File: src/rtl/color_pkg.sv
// Shared types and float-format constants for the pixel/vector color paths.
package color_pkg;

  localparam int unsigned SIZE   = 32;
  localparam int unsigned EXP_W  = 8;
  localparam int unsigned CH_W   = 8;
  localparam int unsigned NUM_CH = 3;

  function automatic int unsigned bias_of(input int unsigned exp_w);
    return (32'd1 << (exp_w - 32'd1)) - 32'd1;
  endfunction

  function automatic int unsigned mant_w_of(input int unsigned size, input int unsigned exp_w);
    return size - 32'd1 - exp_w;
  endfunction

  localparam int unsigned MANT_W = mant_w_of(SIZE, EXP_W);
  localparam int unsigned BIAS   = bias_of(EXP_W);

  typedef enum logic [1:0] {
    IDLE = 2'd0,
    CONV = 2'd1,
    OUT  = 2'd2
  } state_t;

endpackage

File: src/rtl/u8_to_float.sv
// Exact u8 -> float conversion of c * 2^-8: leading-one detect, normalise, pack.
module u8_to_float #(
  parameter int unsigned SIZE  = color_pkg::SIZE,
  parameter int unsigned EXP_W = color_pkg::EXP_W
) (
  input  logic [7:0]      i_c,
  output logic [SIZE-1:0] o_f
);
  import color_pkg::*;

  localparam int unsigned LP_MANT_W = mant_w_of(SIZE, EXP_W);
  localparam int unsigned LP_BIAS   = bias_of(EXP_W);

  logic [2:0]           w_p;
  logic [7:0]           w_norm;
  logic [EXP_W-1:0]     w_exp;
  logic [LP_MANT_W-1:0] w_mant;

  // Highest set bit wins.
  always_comb begin
    w_p = '0;
    for (int i = 0; i < 8; i++) begin
      if (i_c[i]) w_p = 3'(i);
    end
  end

  // Shift the leading one to bit 7; the seven bits below it become the mantissa MSBs.
  always_comb begin
    w_norm = i_c << (3'd7 - w_p);
    w_exp  = EXP_W'(LP_BIAS - 32'd8) + EXP_W'(w_p);
    w_mant = '0;
    w_mant[LP_MANT_W-1 -: 7] = w_norm[6:0];
    o_f    = (i_c == 8'd0) ? '0 : {1'b0, w_exp, w_mant};
  end

endmodule

File: src/rtl/pixel_to_vec_color.sv
// Packed RGB pixel -> three-element float vector, one shared converter over three cycles.
module pixel_to_vec_color #(
  parameter int unsigned SIZE  = color_pkg::SIZE,
  parameter int unsigned EXP_W = color_pkg::EXP_W
) (
  input  logic                  aclk,
  input  logic                  areset,
  input  logic [23:0]           s_axis_a_tdata,
  input  logic                  s_axis_a_tvalid,
  output logic                  s_axis_a_tready,
  output logic [2:0][SIZE-1:0]  m_axis_result_tdata,
  output logic                  m_axis_result_tvalid,
  input  logic                  m_axis_result_tready
);
  import color_pkg::*;

  state_t                        r_state;
  logic [1:0]                    r_idx;
  logic [NUM_CH*CH_W-1:0]        r_pixel;
  logic [NUM_CH-1:0][SIZE-1:0]   r_tdata;
  logic                          r_tvalid;

  logic                          w_accept;
  logic [CH_W-1:0]               w_chan;
  logic [SIZE-1:0]               w_flt;

  // Ready depends only on registered state and downstream ready.
  always_comb begin
    s_axis_a_tready = !areset &&
                      ((r_state == IDLE) || ((r_state == OUT) && m_axis_result_tready));
    w_accept        = s_axis_a_tvalid && s_axis_a_tready;
  end

  always_comb begin
    case (r_idx)
      2'd1:    w_chan = r_pixel[15:8];
      2'd2:    w_chan = r_pixel[23:16];
      default: w_chan = r_pixel[7:0];
    endcase
  end

  u8_to_float #(
    .SIZE  (SIZE),
    .EXP_W (EXP_W)
  ) u_conv (
    .i_c (w_chan),
    .o_f (w_flt)
  );

  always_ff @(posedge aclk) begin
    if (areset) begin
      r_state  <= IDLE;
      r_idx    <= '0;
      r_pixel  <= '0;
      r_tdata  <= '0;
      r_tvalid <= 1'b0;
    end else begin
      case (r_state)
        IDLE: begin
          if (w_accept) begin
            r_pixel <= s_axis_a_tdata;
            r_idx   <= '0;
            r_state <= CONV;
          end
        end
        CONV: begin
          r_tdata[r_idx] <= w_flt;
          if (r_idx == 2'd2) begin
            r_idx    <= '0;
            r_tvalid <= 1'b1;
            r_state  <= OUT;
          end else begin
            r_idx <= r_idx + 2'd1;
          end
        end
        OUT: begin
          // A new pixel can be taken in the same cycle the result leaves.
          if (m_axis_result_tready) begin
            r_tvalid <= 1'b0;
            if (w_accept) begin
              r_pixel <= s_axis_a_tdata;
              r_idx   <= '0;
              r_state <= CONV;
            end else begin
              r_state <= IDLE;
            end
          end
        end
        default: r_state <= IDLE;
      endcase
    end
  end

  assign m_axis_result_tdata  = r_tdata;
  assign m_axis_result_tvalid = r_tvalid;

endmodule

File: config.mk
export PLATFORM = sky130hd
export DESIGN_NAME = pixel_to_vec_color
export DESIGN_NICKNAME = d
export VERILOG_FILES = /design/src/rtl/color_pkg.sv /design/src/rtl/u8_to_float.sv /design/src/rtl/pixel_to_vec_color.sv
export SDC_FILE = /design/constraint.sdc
export NUM_CORES = 1
export LEC_CHECK = 0
export BUFFER_PORTS_ARGS = -buffer_cell sky130_fd_sc_hd__buf_2
export CAP_MARGIN = 30
export CORE_MARGIN = 4
export CORE_UTILIZATION = 25
export CTS_CLUSTER_SIZE = 8
export DETAILED_ROUTE_END_ITERATION = 8
export GPL_ROUTABILITY_DRIVEN = 0
export SETUP_SLACK_MARGIN = 0.2
export SYNTH_ARGS = -nofsm -noshare
export SYNTH_HDL_FRONTEND = slang
export SYNTH_HIERARCHICAL = 1
export SYNTH_SLANG_ARGS = --single-unit
File: constraint.sdc
create_clock -name aclk -period 2.8 [get_ports aclk]
set_clock_uncertainty 0.15 [all_clocks]
set_input_delay 0.56 -clock aclk [delete_from_list [all_inputs] [get_ports aclk]]
set_output_delay 0.56 -clock aclk [all_outputs]
set_load 0.01 [all_outputs]
==> results of run 1 <==
report_power, final:
part / leakage, nW / internal, mW / switching, mW
registers: 1.02 / 1.85 / 0.0414
clock network: 0.276 / 1.34 / 0.842
logic: 1.64 / 0.337 / 0.437
worst max-delay path, stage by stage (launching register included):
cell and delay (ps):
dfxtp_4 360, inv_4 50, ha_4 270, clkbuf_16 170
nor2_2 90, a21oi_2 50, nor2b_2 170, nor4_4 310
buf_4 170, mux2i_1 60, o31a_1 250, a21oi_2 100
buf_4 120, nand2_1 50, a21oi_1 150
registers in the layout (all words and copies together) (netlist names):
| signal | count |
|---|---|
| r_state | 2 |
| r_idx | 2 |
| m_axis_result_tvalid | 1 |
| m_axis_result_tdata | 96 |
| r_pixel | 24 |
layout make-up:
cell class / instances / area [µm²] / share of cell area
tap: 275 / 344 / 0.0492
clock inverter: 13 / 140 / 0.0201
inverter: 8 / 35.0 / 0.00501
timing repair buffer: 159 / 921 / 0.132
multi-input combinational: 455 / 2590 / 0.371
clock buffer: 19 / 443 / 0.0634
sequential: 125 / 2510 / 0.359
metrics by stage:
step	total power [mW]	hold slack, ps
2_1_floorplan	2.42	331
3_3_place_gp	2.61	289
3_5_place_dp	2.62	294
4_1_cts	4.87	191
5_1_grt	5.06	188
6_report	4.84	217
logic make-up (layout without fill, tap and decap cells):
logic type	after synthesis	in the layout
and+or+nand+nor	268	268
muxes	27	27
adders and majority gates	5	5
other	1	18
AOI/OAI and AO/OA	137	137
buffers and inverters	74	199
DFF	125	125
cell usage in the layout, fill, tap and decap left out, types with 4 or more instances in the layout:
cell type,n
mux2_4,19
mux2_2,5
a21oi_2,7
nand2_1,195
inv_1,5
conb_1,18
clkbuf_16,18
dfxtp_1,123
nor2_2,5
clkinvlp_4,4
nand3b_1,5
a22oi_1,6
buf_2,124
nor2b_1,26
nor2_1,16
a21oi_1,103
buf_4,32
path summary, 6_finish.rpt:
kind                                  end  slack [ps]  cells after the start               startpoint
setup / recovery  m_axis_result_tdata[83]         190                     14                 r_idx[1]
setup reg to reg  m_axis_result_tdata[83]         190                     14                 r_idx[1]
hold reg to reg   m_axis_result_tdata[53]         300                      2  m_axis_result_tdata[53]
hold / removal                 r_pixel[9]         220                      2        s_axis_a_tdata[9]
routing by layer:
metal,global-route usage,up-vias,routed length (µm)
li1,-,2325,-
met1,0.163,2095,6890
met2,0.201,121,7070
met3,0.0456,14,898
met4,0.0387,0,201
met5,0,-,0
what timing repair did:
action | CTS | global route
cloned | 0 | 1
gates resized for setup | 24 | 10
endpoints found under the hold margin | 0 | 0
pin swaps | 9 | 7
hold buffers | 0 | 0
endpoints found under the setup margin | 24 | 21
setup buffers | 5 | 1
==> run summary, run 1 <==
Antenna violations before repair -> 0
Die X -> 154 µm
Post-synthesis simple-gate area fraction -> 0.223
Dominant cells by area after synthesis -> dfxtp_1, nand2_1, a21oi_1, mux2_4, buf_4
Post-synthesis share of cell area spent on xor and xnor gates -> 0
Largest family of logic cells by synthesized area -> simple AND/OR/NAND/NOR gates
Max_slew headroom -> 0.557
Global-route wire length before repair -> 23900 µm
Core area -> 21000 µm²
Layout cell share with drive strength beyond 1 -> 0.323
Count leader, synth -> nand2_1
Final period utilization -> 0.932
PnR worst setup slack -> 190 ps
WL/cell -> 14.3 µm
Post-DP Area -> 6210 µm²
Post-synthesis mux area share -> 0.0697
Worst-Margin Slew -> 664 ps
I/O Buffers -> 125
Final core occ -> 0.332
Synthesized area -> 5330 µm²
Num Clock Sinks -> 125
Crit path launch type -> register
Number of fill cells -> 2223
Layout area overhead -> 31.1%
Via-per-instance ratio -> 4.32
Yosys top cell area share -> 0.470
Avg Inst Size Synth -> 8.37 µm²
H-tree Lvls -> 4
Ys async rst share -> 0
Drt first pass iters -> 4
Vias in the first global route -> 4408
Post-route minimum period -> 2610 ps
Clock slew at reported path FFs -> 60 ps
DRT iter0 DRCs -> 254
Gr usage total -> 0.127
Gr ovfl total -> 0
Worst Path Max Fanout -> 7
Largest net degree at the start of global routing -> 128
Core Rows -> 53
Leak Pwr -> 2.93 nW
Die height -> 154 µm
Dominant synthesized flop cell -> dfxtp_1
Inst Count DP -> 1015
Crit path kind -> reg -> reg
Post-synth EDFFs -> 0
Critical path capture point type -> register
Pins over their slew limit -> 0
Status -> finished, final reports clean
CP required -> 2990 ps
Design area -> 6990 µm²
Synth cell count leaders -> nand2_1, dfxtp_1, a21oi_1, buf_2, nor2b_1
Clk Latency, worst-skew pair -> 410 ps
DRT Wirelength -> 15100 µm
CTS tree -> built
Root Driver -> clkbuf_16
Hold Path Class -> in -> reg
Final TNS setup -> 0 ps
Final hold vios -> 0
Dpl ws -> -33.7 ps
Seq/Total Area, Yosys -> 0.470
Post-Synth Adder-Cell Area -> 0.0117
Mapped Cells -> 637
IR drop worst, VDD -> 373 µV
Ports -> 126
YS warnings -> 6
Layout Cells excl Fill -> 1054
Total CTS buffers -> 17
Max Freq -> 383 MHz
Synth Register Bits -> 125
Clock Tree Buf Depth -> 2
Post-route ant nets -> 0
Pwr dens -> 693 nW/µm²
Max-cap violation count -> 0
Library cells used by synthesis -> 45
# nets final -> 799
Starting Density -> 0.253
Area leader, netlist -> dfxtp_1
Post-synthesis compound-gate area fraction -> 0.144
DP HPWL -> 10100 µm
Die area -> 23700 µm²
Setup violators final -> 0
Post-route DRC -> 0
Diode count -> 0
RSZ-0062 raised after global routing -> true
Routed vias -> 4555
Arrival time worst endpoint -> 2800 ps
(Power assumes the default switching activity.)
==> inputs of run 2 (changes only) <==
--- a/config.mk
+++ b/config.mk
@@ -15,5 +15,4 @@
 export SETUP_SLACK_MARGIN = 0.2
 export SYNTH_ARGS = -nofsm -noshare
 export SYNTH_HDL_FRONTEND = slang
-export SYNTH_HIERARCHICAL = 1
 export SYNTH_SLANG_ARGS = --single-unit
==> run 2 against run 1 <==
  * Utilization decreased by 1.4 points
  * Design area decreased by 39%
  * Via count down 34%
  * Largest cell class unchanged
  * Cell count decreased by 36%
  * Power fell by 42%
==> run summary, run 2 <==
Status -> finished, final reports clean
Final period utilization -> 0.907
Max FFs per register -> 36
Psw -> 0.814 mW
Post-route DRC -> 0
Most frequent cells in the layout -> nand2_1, buf_2, dfxtp_1
Dpl ws -> 97.4 ps
Synthesized area -> 3400 µm²
Register area -> 1310 µm²
WL/cell -> 13.1 µm
Post-route minimum period -> 2540 ps
Yosys top cell area share -> 0.383
Max-cap violation count -> 0
Number of fill cells -> 1402
Crit Reg-Reg Endpoint -> m_axis_result_tdata[56]
Library cells used by synthesis -> 50
Hold Path Class -> reg -> reg
Commonest non-fill, non-tap cell in the layout -> nand2_1
Arrival time worst endpoint -> 2650 ps
Clock slew at reported path FFs -> 50 ps
Pins over their slew limit -> 0
Worst Reg-to-Reg Cells -> 9
Dominant cells by area after synthesis -> dfxtp_1, buf_4, nand2_1, a21oi_1, nor2_1
Global-route wire length before repair -> 14300 µm
Die area -> 15500 µm²
Final TNS setup -> 0 ps
Seq/Total Area, Yosys -> 0.383
Final hold slack -> 301 ps
Core Rows -> 42
Pint -> 2.00 mW
Clk Latency, worst-skew pair -> 330 ps
Area leader, netlist -> dfxtp_1
Starting Density -> 0.256
Logic pwr share -> 0.227
RSZ-0062 raised after global routing -> true
Setup violators final -> 0
Layout cell share with drive strength beyond 1 -> 0.282
Layout area overhead -> 24.4%
H-tree Lvls -> 3
Synth cell count leaders -> nand2_1, dfxtp_1, buf_4, a21oi_1, nor2_1
Mapped Cells -> 422
Die height -> 125 µm
Die X -> 125 µm
Gr ovfl total -> 0
Drt first pass iters -> 4
Layout Cells excl Fill -> 676
CP required -> 2910 ps
Ys async rst share -> 0
Max_slew headroom -> 0.533
Total CTS buffers -> 9
Max Freq -> 394 MHz
I/O Buffers -> 71
DRT Wirelength -> 8840 µm
DP HPWL -> 6650 µm
Via-per-instance ratio -> 4.46
Worst hold start -> m_axis_result_tdata[80]
Final core occ -> 0.318
Root Driver -> clkbuf_16
CTS tree -> built
Inst Count DP -> 657
Reg2reg setup slack -> 260 ps
Core area -> 13300 µm²
Avg Inst Size Synth -> 8.05 µm²
Seq pwr share -> 0.358
Antenna violations before repair -> 0
Critical path capture point type -> register
Pwr dens -> 665 nW/µm²
Dominant synthesized flop cell -> dfxtp_1
Synth Register Bits -> 65
YS warnings -> 0
Worst Path Max Fanout -> 6
Largest net degree at the start of global routing -> 42
Sw Share -> 0.289
Post-synth EDFFs -> 0
Clock Tree Buf Depth -> 2
PnR worst setup slack -> 260 ps
Vias in the first global route -> 2889
Worst r2r src -> r_idx[1]
Diode count -> 0
Routed vias -> 3013
Ports -> 126
Worst-Margin Slew -> 701 ps
Hold path endpoint -> m_axis_result_tdata[80]
Hold Path Depth -> 2
Post-route ant nets -> 0
Leak Pwr -> 1.72 nW
Final hold vios -> 0
Clock power share -> 0.415
IR drop worst, VDD -> 309 µV
Count leader, synth -> nand2_1
Crit path kind -> reg -> reg
Gr usage total -> 0.113
DRT iter0 DRCs -> 107
Area of the multi-input gates -> 1840 µm²
Crit path launch type -> register
# nets final -> 527
Num Clock Sinks -> 65
## run 2: changes by cell type after synthesis, moves of 8 or more
| cell | before | now |
|---|---|---|
| o21ai_1 | 0 | 8 |
| mux2_4 | 19 | 0 |
| dfxtp_1 | 125 | 65 |
| nor2b_1 | 27 | 2 |
| nand2_1 | 195 | 74 |
| buf_2 | 34 | 7 |
| nor2_1 | 21 | 43 |
| clkbuf_1 | 4 | 12 |
| a211oi_1 | 0 | 15 |
| buf_4 | 25 | 60 |
| a21oi_1 | 111 | 45 |
## run 2: final cells by class
cell class / instances / share of cell area
tap: 176 / 0.0521
clock inverter: 6 / 0.0195
clock buffer: 10 / 0.0542
timing repair buffer: 92 / 0.128
sequential: 65 / 0.309
inverter: 3 / 0.00266
multi-input combinational: 324 / 0.434
## run 2: stage by stage
stage	instance area [µm²]	power, mW
2_1_floorplan	3600	1.48
4_1_cts	4150	2.80
3_3_place_gp	3770	1.59
3_5_place_dp	3770	1.60
5_1_grt	4230	2.96
6_report	4230	2.81
## run 2: timing repair
action,4_1_cts,5_1_grt
pin swaps,0,3
hold buffers,0,0
hold endpoints to repair,0,0
setup endpoints to repair,9,21
setup buffers,2,1
resized for setup,7,18
## run 2: worst max path at each step
stage	cells after the start	startpoint	slack, ps	to
2_1_floorplan	10	r_idx[0]	250	m_axis_result_tdata[24]
3_3_place_gp	10	r_idx[0]	220	m_axis_result_tdata[86]
3_5_place_dp	10	r_idx[1]	100	m_axis_result_tdata[56]
4_1_cts	9	r_idx[0]	230	m_axis_result_tdata[56]
5_1_grt	9	r_idx[1]	160	m_axis_result_tdata[56]
6_report	9	r_idx[1]	260	m_axis_result_tdata[56]
## run 2: metal layers
layer / up-vias / GRT usage / wire length, µm
met5: - / 0 / 0
met4: 0 / 0.0348 / 133
met3: 15 / 0.0399 / 668
met2: 114 / 0.177 / 4010
met1: 1390 / 0.145 / 4030
li1: 1494 / - / -
## run 2: kinds of logic after synthesis
group / count (synthesis) / synth area share
simple gates: 144 / 0.187
mux: 1 / 0.00663
fa+ha+maj: 4 / 0.0147
compound gates: 121 / 0.240
other cells: 1 / 0.00110
buf+inv: 86 / 0.168
flops: 65 / 0.383
## run 2: critical path, stage by stage, from the launching register on
cell and delay [ps]:
dfxtp_2 370, inv_2 80, ha_4 310, buf_4 170, mux2i_4 280, and3_4 220, o21ai_1 80, ha_1 300
or3_1 380, a21oi_1 130
## run 2: power groups by stage
stage / clock (mW) / combinational (mW) / sequential (mW)
after detailed placement: 0 / 0.574 / 1.02
after global routing: 1.24 / 0.704 / 1.01
after floorplan: 0 / 0.447 / 1.03
final: 1.17 / 0.639 / 1.01
after global placement: 0 / 0.568 / 1.02
after CTS: 1.19 / 0.604 / 1.00
